File: config.mk
export PLATFORM = sky130hd
export DESIGN_NAME = checker_fetch
export DESIGN_NICKNAME = d
export VERILOG_FILES = /design/src/rtl/checker_fetch.sv
export SDC_FILE = /design/constraint.sdc
export NUM_CORES = 1
export LEC_CHECK = 0
export BUFFER_PORTS_ARGS = -buffer_cell sky130_fd_sc_hd__buf_2
export CAP_MARGIN = 30
export CORE_MARGIN = 2
export CORE_UTILIZATION = 50
export DETAILED_ROUTE_END_ITERATION = 10
export PLACE_DENSITY = 0.83
export SLEW_MARGIN = 20
export SYNTH_ARGS = -nofsm -noshare
export SYNTH_HDL_FRONTEND = slang
export SYNTH_SLANG_ARGS = --single-unit
File: constraint.sdc
create_clock -name sys_clk -period 6.2 [get_ports sys_clk]
set_input_delay 0.62 -clock sys_clk [delete_from_list [all_inputs] [get_ports sys_clk]]
set_output_delay 0.62 -clock sys_clk [all_outputs]
set_load 0.01 [all_outputs]
File: src/rtl/checker_fetch.sv
// checker_fetch: copies a block of host memory into the checker's 8-bank local RAM.
// Word reads go out on a valid/ready request channel. In-order completions are
// written one byte lane per bank, one cycle after they arrive.
module checker_fetch #(
    parameter int MEM_AW  = 3,
    parameter int MAX_OUT = 4,
    parameter int TIMEOUT = 255
) (
    input  logic              sys_clk,
    input  logic              sys_rst,
    input  logic              start,
    input  logic              abort,
    input  logic [63:0]       base_adr,
    input  logic [MEM_AW:0]   len,
    output logic              rq_valid,
    input  logic              rq_ready,
    output logic [63:0]       rq_adr,
    input  logic              cp_valid,
    input  logic              cp_err,
    input  logic [63:0]       cp_dat,
    output logic              mem_we,
    output logic [7:0]        mem_sel,
    output logic [MEM_AW-1:0] mem_adr,
    output logic [63:0]       mem_dat,
    output logic              busy,
    output logic              done,
    output logic              err
);

    typedef enum logic [2:0] {IDLE, REQ, DRAIN, DONE, ERR} state_t;

    // A full local RAM is the largest block that can be copied
    localparam logic [MEM_AW:0] MAX_LEN = {1'b1, {MEM_AW{1'b0}}};
    // The timeout fires on the edge where the counter would reach TIMEOUT
    localparam logic [7:0]      TO_LAST = 8'(TIMEOUT - 1);

    state_t          state, state_nx;
    logic [63:0]     base;
    logic [MEM_AW:0] lenr;
    logic [MEM_AW:0] issued;
    logic [MEM_AW:0] received;
    logic [MEM_AW:0] outstanding;
    logic [7:0]      tocnt;
    logic            in_xfer;
    logic            start_ok;
    logic            rq_fire;
    logic            cp_ok;
    logic            done_set;
    logic            timeout_hit;

    assign outstanding = issued - received;
    assign in_xfer     = (state == REQ) || (state == DRAIN);
    assign busy        = in_xfer;
    assign err         = (state == ERR);
    assign rq_adr      = base + (64'(issued) << 3);

    // State register; reset abandons any transfer in flight
    always_ff @(posedge sys_clk or posedge sys_rst) begin
        if (sys_rst) begin
            state <= IDLE;
        end else begin
            state <= state_nx;
        end
    end

    // Next state, request valid and the qualified events driving the datapath
    always_comb begin
        state_nx    = state;
        start_ok    = 1'b0;
        cp_ok       = 1'b0;
        done_set    = 1'b0;
        rq_valid    = (state == REQ) && (issued < lenr) && (int'(outstanding) < MAX_OUT);
        rq_fire     = rq_valid && rq_ready;
        timeout_hit = in_xfer && !cp_valid && (outstanding != '0) && (tocnt == TO_LAST);
        case (state)
            IDLE, DONE, ERR: begin
                if (start) begin
                    start_ok = 1'b1;
                    if (len == '0) begin
                        state_nx = DONE;
                        done_set = 1'b1;
                    end else begin
                        state_nx = REQ;
                    end
                end
            end
            REQ, DRAIN: begin
                if (abort) begin
                    state_nx = ERR;
                end else if (cp_valid && (cp_err || (outstanding == '0))) begin
                    state_nx = ERR;
                end else if (timeout_hit) begin
                    state_nx = ERR;
                end else begin
                    cp_ok = cp_valid;
                    if ((state == REQ) && (issued == lenr)) begin
                        state_nx = DRAIN;
                    end else if ((state == DRAIN) && (received == lenr)) begin
                        state_nx = DONE;
                        done_set = 1'b1;
                    end
                end
            end
            default: state_nx = IDLE;
        endcase
    end

    // Transfer bookkeeping, timeout counter and the registered RAM write port
    always_ff @(posedge sys_clk or posedge sys_rst) begin
        if (sys_rst) begin
            base     <= '0;
            lenr     <= '0;
            issued   <= '0;
            received <= '0;
            tocnt    <= '0;
            mem_we   <= 1'b0;
            mem_sel  <= '0;
            mem_adr  <= '0;
            mem_dat  <= '0;
            done     <= 1'b0;
        end else begin
            mem_we  <= 1'b0;
            mem_sel <= '0;
            done    <= done_set;
            if (start_ok) begin
                base     <= base_adr & ~64'h7;
                lenr     <= (len > MAX_LEN) ? MAX_LEN : len;
                issued   <= '0;
                received <= '0;
                tocnt    <= '0;
            end else begin
                if (rq_fire) begin
                    issued <= issued + 1'b1;
                end
                if (cp_ok) begin
                    received <= received + 1'b1;
                    mem_we   <= 1'b1;
                    mem_sel  <= 8'hFF;
                    mem_adr  <= received[MEM_AW-1:0];
                    mem_dat  <= cp_dat;
                    tocnt    <= '0;
                end else if (in_xfer && (outstanding != '0)) begin
                    tocnt <= tocnt + 1'b1;
                end
            end
        end
    end

endmodule
# [Word level (Yosys, flattened, before mapping)]
# Cells that the tools add are included.
[word_totals] latch_bits=0 in_bits=139 out_inout_bits=144 n_memories=0 rom_bits=0 regBits=161 ram_bits=0
[op_classes] div=0 n_eq_ne=9 n_bitwise=1 shift=0 n_reduce_logical=24 n_mul=0 addsub=5 muxes=34 order_cmp=3
[ops] operator="64-bit by 7-bit adder with 64-bit output" n=1
[ops] operator="8-bit 2-to-1 mux" n=5
[ops] operator="4-bit 2-to-1 mux" n=5
[ops] operator="3-bit 2-to-1 mux" n=6
[ops] operator="1-bit 2-to-1 mux" n=15
[ops] operator="1-bit logical AND" n=10
[ops] operator="4-bit by 1-bit adder with 4-bit output, second input constant" n=2
[ops] operator="8-bit by 1-bit adder with 8-bit output, second input constant" n=1
[ops] operator="4-bit == test" n=2
[ops] operator="8-bit == test, second input constant" n=1
[ops] operator="4-bit logical NOT" n=2
[ops] operator="3-bit by 2-bit == test with 1-bit output, second input constant" n=2
[ops] operator="6-bit != test, second input constant" n=1
[ops] operator="3-bit case mux with 2 select lines" n=1
[ops] operator="4-bit > comparator, second input constant" n=1
[ops] operator="4-bit by 3-bit < comparator with 1-bit output, second input constant" n=1
[ops] operator="4-bit < comparator" n=1
[ops] operator="2-bit AND reduction" n=2
[ops] operator="2-bit nonzero test" n=2
[ops] operator="4-bit nonzero test" n=1
[ops] operator="4-bit subtractor" n=1
[ops] operator="3-bit by 1-bit == test with 1-bit output, second input constant" n=1
[ops] operator="3-bit == test, second input constant" n=1
[ops] operator="3-bit logical NOT" n=1
[ops] operator="other kinds (9)" n=10

# [Logic depth before layout (Yosys ltp)]
[depth] depth_word=11 ltp_mapped=10

# [Worst setup path after synthesis]
# Ideal clock, no wire load.
[synth_path] path_kind="register to output" start="reg issued[0]" end="out rq_adr[39]" setup_slack_ns=3.193 t_required_ns=5.580 path_stages_with_launch=11 arrival_ns=2.387 cell_sequence="dfrtp_1 > ha_1 > inv_1 > fa_1 > nor2b_1 > o21ai_0 > a211o_1 > clkbuf_1 > clkbuf_1 > nor3_1 > xor2_1"
[synth_between] elab_chain_len=1
[synth_rtl] item="from (decl)" line="40" text="logic [MEM_AW:0] issued;"
[synth_rtl] item="from (signal assigned)" line="133" text="issued <= issued + 1'b1;"
[synth_rtl] item="64-bit by 7-bit adder with 64-bit output" line="55" text="assign rq_adr = base + (64'(issued) << 3);"
[synth_rtl] item="to (decl)" line="17" text="output logic [63:0] rq_adr,"
# No other way between the ends.

# [Final worst setup path]
[layout_path] start="reg base[16]" end="out rq_adr[52]"
[layout_between] elab_chain_len=1
[layout_rtl] item="from (decl)" line="38" text="logic [63:0] base;"
[layout_rtl] item="from (signal assigned)" line="126" text="base <= base_adr & ~64'h7;"
[layout_rtl] item="64-bit by 7-bit adder with 64-bit output" line="55"
# No other way between the ends.

==> impl_metrics.yaml <==
setup_path:
  crit_path_end_kind: "output port"
  crit_start: "base[16]"
  arrival_ns: 3.45
  cp_max_fo: 15
  r2r_slack_ns: 3.08
  worstSetupPathType: "flip-flop to output port"
  reg2reg_from: "received[2]"
  cp.required_ns: 5.58
  crit_path_start_kind: "flip-flop"
clocking:
  tritoncts: "done"
  post_cts.repair.setup_buffers: 0
  cts_sinks: 153
  cts-root-buf: "clkbuf_16"
  hold_buffers: 0
  clk_latency_ns: 0.42
  cts_buffer_depth: 2
  path_clk_slew_ns: 0.07
  ctsResizeCount: 0
  ctsHtreeMaxLevel: 4
  cts_buffers: 17
place:
  routabilityCongestion: 0.8380
  io_buffer_count: 276
  dp_cells: 1245
  place_ws_ns: 2.638
  hpwl_mm: 14.93
timing:
  tightest_slew_ns: 0.9424
  rsz0062_at_grt: "no"
  min_period_ns: 4.073
  hold-worst-slack_ns: 0.1422
  setup_tns_ns: 0
  finalHoldViolCount: 0
  setup_viol: 0
  finalCritPeriodShare: 0.6569
  slew_headroom: 0.3699
  drv_slew: 0
  skew_ns: 0.008036
  fmax_ghz: 0.2455
  finalWorstSetupSlack_ns: 2.127
global_routing:
  grt_pass1_wl_mm: 33.04
  grt_antenna_before_repair: 3
  grt_max_degree: 108
  grt_usage: 0.2523
  overflow: 0
  first_global_vias: 6709
floorplanning:
  initial_core_util: 0.5143
  die_height_um: 129.3
  die_w_um: 129.3
  rows: 45
  dieArea_um2: 16710
  ios: 283
  core_um2: 15260
final_layout:
  multiInputGateArea_um2: 3662
  area.sequential_um2: 3829
  syn_to_final_growth_pct: 26.87
  drive_above_1_share: 0.3502
  nets: 1210
  nFillCells: 1229
  fin_cells: 1280
detailed_routing:
  antenna_left: 0
  routed_wl_mm: 20.85
  drt-wirelength-per-cell_um: 16.29
  drc_errors: 0
  first_iter_violations: 413
  vias: 6826
  firstDrtPassIters: 4
  vias_per_cell: 5.333
synth:
  yosysSeqAreaShare: 0.4879
  synth-edff-count: 0
  netlist_area_um2: 7848
  ys_ff_latch: 153
  synth.largest_area_cell: "dfrtp_1"
  syn_inst: 793
  yosys.area.top_type_share: 0.4879
  yosys.cell_count.top_type: "nand2_1"
  ys_top_cells_by_area: "dfrtp_1 49%, nand2_1 8.9%, mux2_2 7.3%"
  async_flop_share: 1.000
  netlist_top_cells_count: "187 x nand2_1, 153 x dfrtp_1, 51 x mux2_2, 41 x xor2_1, 32 x nor3_1"
  syn_avg_cell_area_um2: 9.896
  yosys_warnings: 0
  ys.flop_type: "dfrtp_1"
  synth_cell_types: 56
power:
  ir_worst_vdd_mv: 0.3353
  p_leak_nw: 5.043
  power_density_nw_per_um2: 479.1
job:
  drv_cap: 0
status:
  status: "finished, final reports clean"
min_path:
  worstHoldPathType: "primary input to asynchronous set/reset pin"
## metal layers
metal	vias to the layer above	routed length, um	track usage
li1	3250	-	-
met1	3213	8203	0.3002
met2	319	10230	0.4254
met3	40	1891	0.08960
met4	4	494	0.08887
met5	-	24	0
## final timing paths
check                                    to  depth (start not counted)
worst max register to register  mem_dat[44]                          8
worst max-delay path             rq_adr[52]                          6
worst min register to register      base[6]                          2
worst min-delay path            mem_dat[48]                          2
min in group sys_clk               base[24]                          3
max in group asynchronous          tocnt[5]                          4
## where the power goes
part	total, mW	internal [mW]	switching, mW
Clock	1.06	0.590	0.473
Sequential	1.81	1.44	0.376
Combinational	1.89	0.825	1.07
## cells in the final DEF, fill, tap and decap left out, types with 4 or more instances in the layout
cell / synthesis / routed
a21oi_1: 12 / 12
and3_1: 5 / 5
and4_1: 5 / 5
buf_2: 2 / 276
buf_4: 12 / 5
clkbuf_16: 0 / 17
dfrtp_1: 153 / 153
ha_1: 15 / 15
inv_1: 31 / 30
inv_6: 0 / 5
inv_8: 0 / 5
mux2_1: 15 / 15
mux2_2: 51 / 51
mux2i_1: 4 / 4
nand2_1: 187 / 186
nand3_1: 28 / 28
nand3b_1: 4 / 4
nand4_1: 21 / 21
nor2_1: 15 / 15
nor3_1: 32 / 32
nor4_1: 20 / 20
o21a_1: 5 / 5
o21ai_0: 28 / 28
o31ai_1: 5 / 5
or3_1: 4 / 4
or4_1: 6 / 6
xnor2_1: 23 / 23
xor2_1: 41 / 41
## area by class of cell
type | count | share of cell area
diodes | 1 | 0.0002514
multi-input cells | 569 | 0.3679
clock buffers | 18 | 0.04411
well taps | 211 | 0.02652
clock inverters | 14 | 0.01722
flip-flops and latches | 153 | 0.3846
inverters | 31 | 0.01219
repair buffers | 283 | 0.1473
## critical path, cell delays in order, from the launching register on
cell,delay (ns)
dfrtp_1,0.46
nand4_1,0.27
nor3_1,0.60
nand4_1,0.70
nor4_1,0.54
xnor2_1,0.24
buf_2,0.20
## sequential cells by signal (all words and copies together) (netlist names)
register  flops
received      4
mem_sel       1
tocnt         8
state         3
base         61
mem_dat      64
lenr          4
done          1
issued        4
mem_adr       3
## cell families after synthesis
kind of cell / after synthesis / share of synthesized area
simple gates: 344 / 0.2063
flops: 153 / 0.4879
buf+inv: 73 / 0.04767
compound gates: 71 / 0.05708
mux: 70 / 0.09981
xor+xnor: 65 / 0.07430
fa+ha+maj: 16 / 0.02647
other cells: 1 / 0.0004779
## metrics by stage
| step | area [um2] | total power, mW | utilization |
|---|---|---|---|
| after floorplan | 7855 | 2.935 | - |
| after global placement | 9295 | 3.622 | 0.6092 |
| after detailed placement | 9295 | 3.708 | 0.6092 |
| after CTS | 9906 | 4.788 | 0.6492 |
| after global routing | 9953 | 5.090 | 0.6523 |
| final | 9956 | 4.770 | 0.6525 |
(Power assumes the default switching activity.)
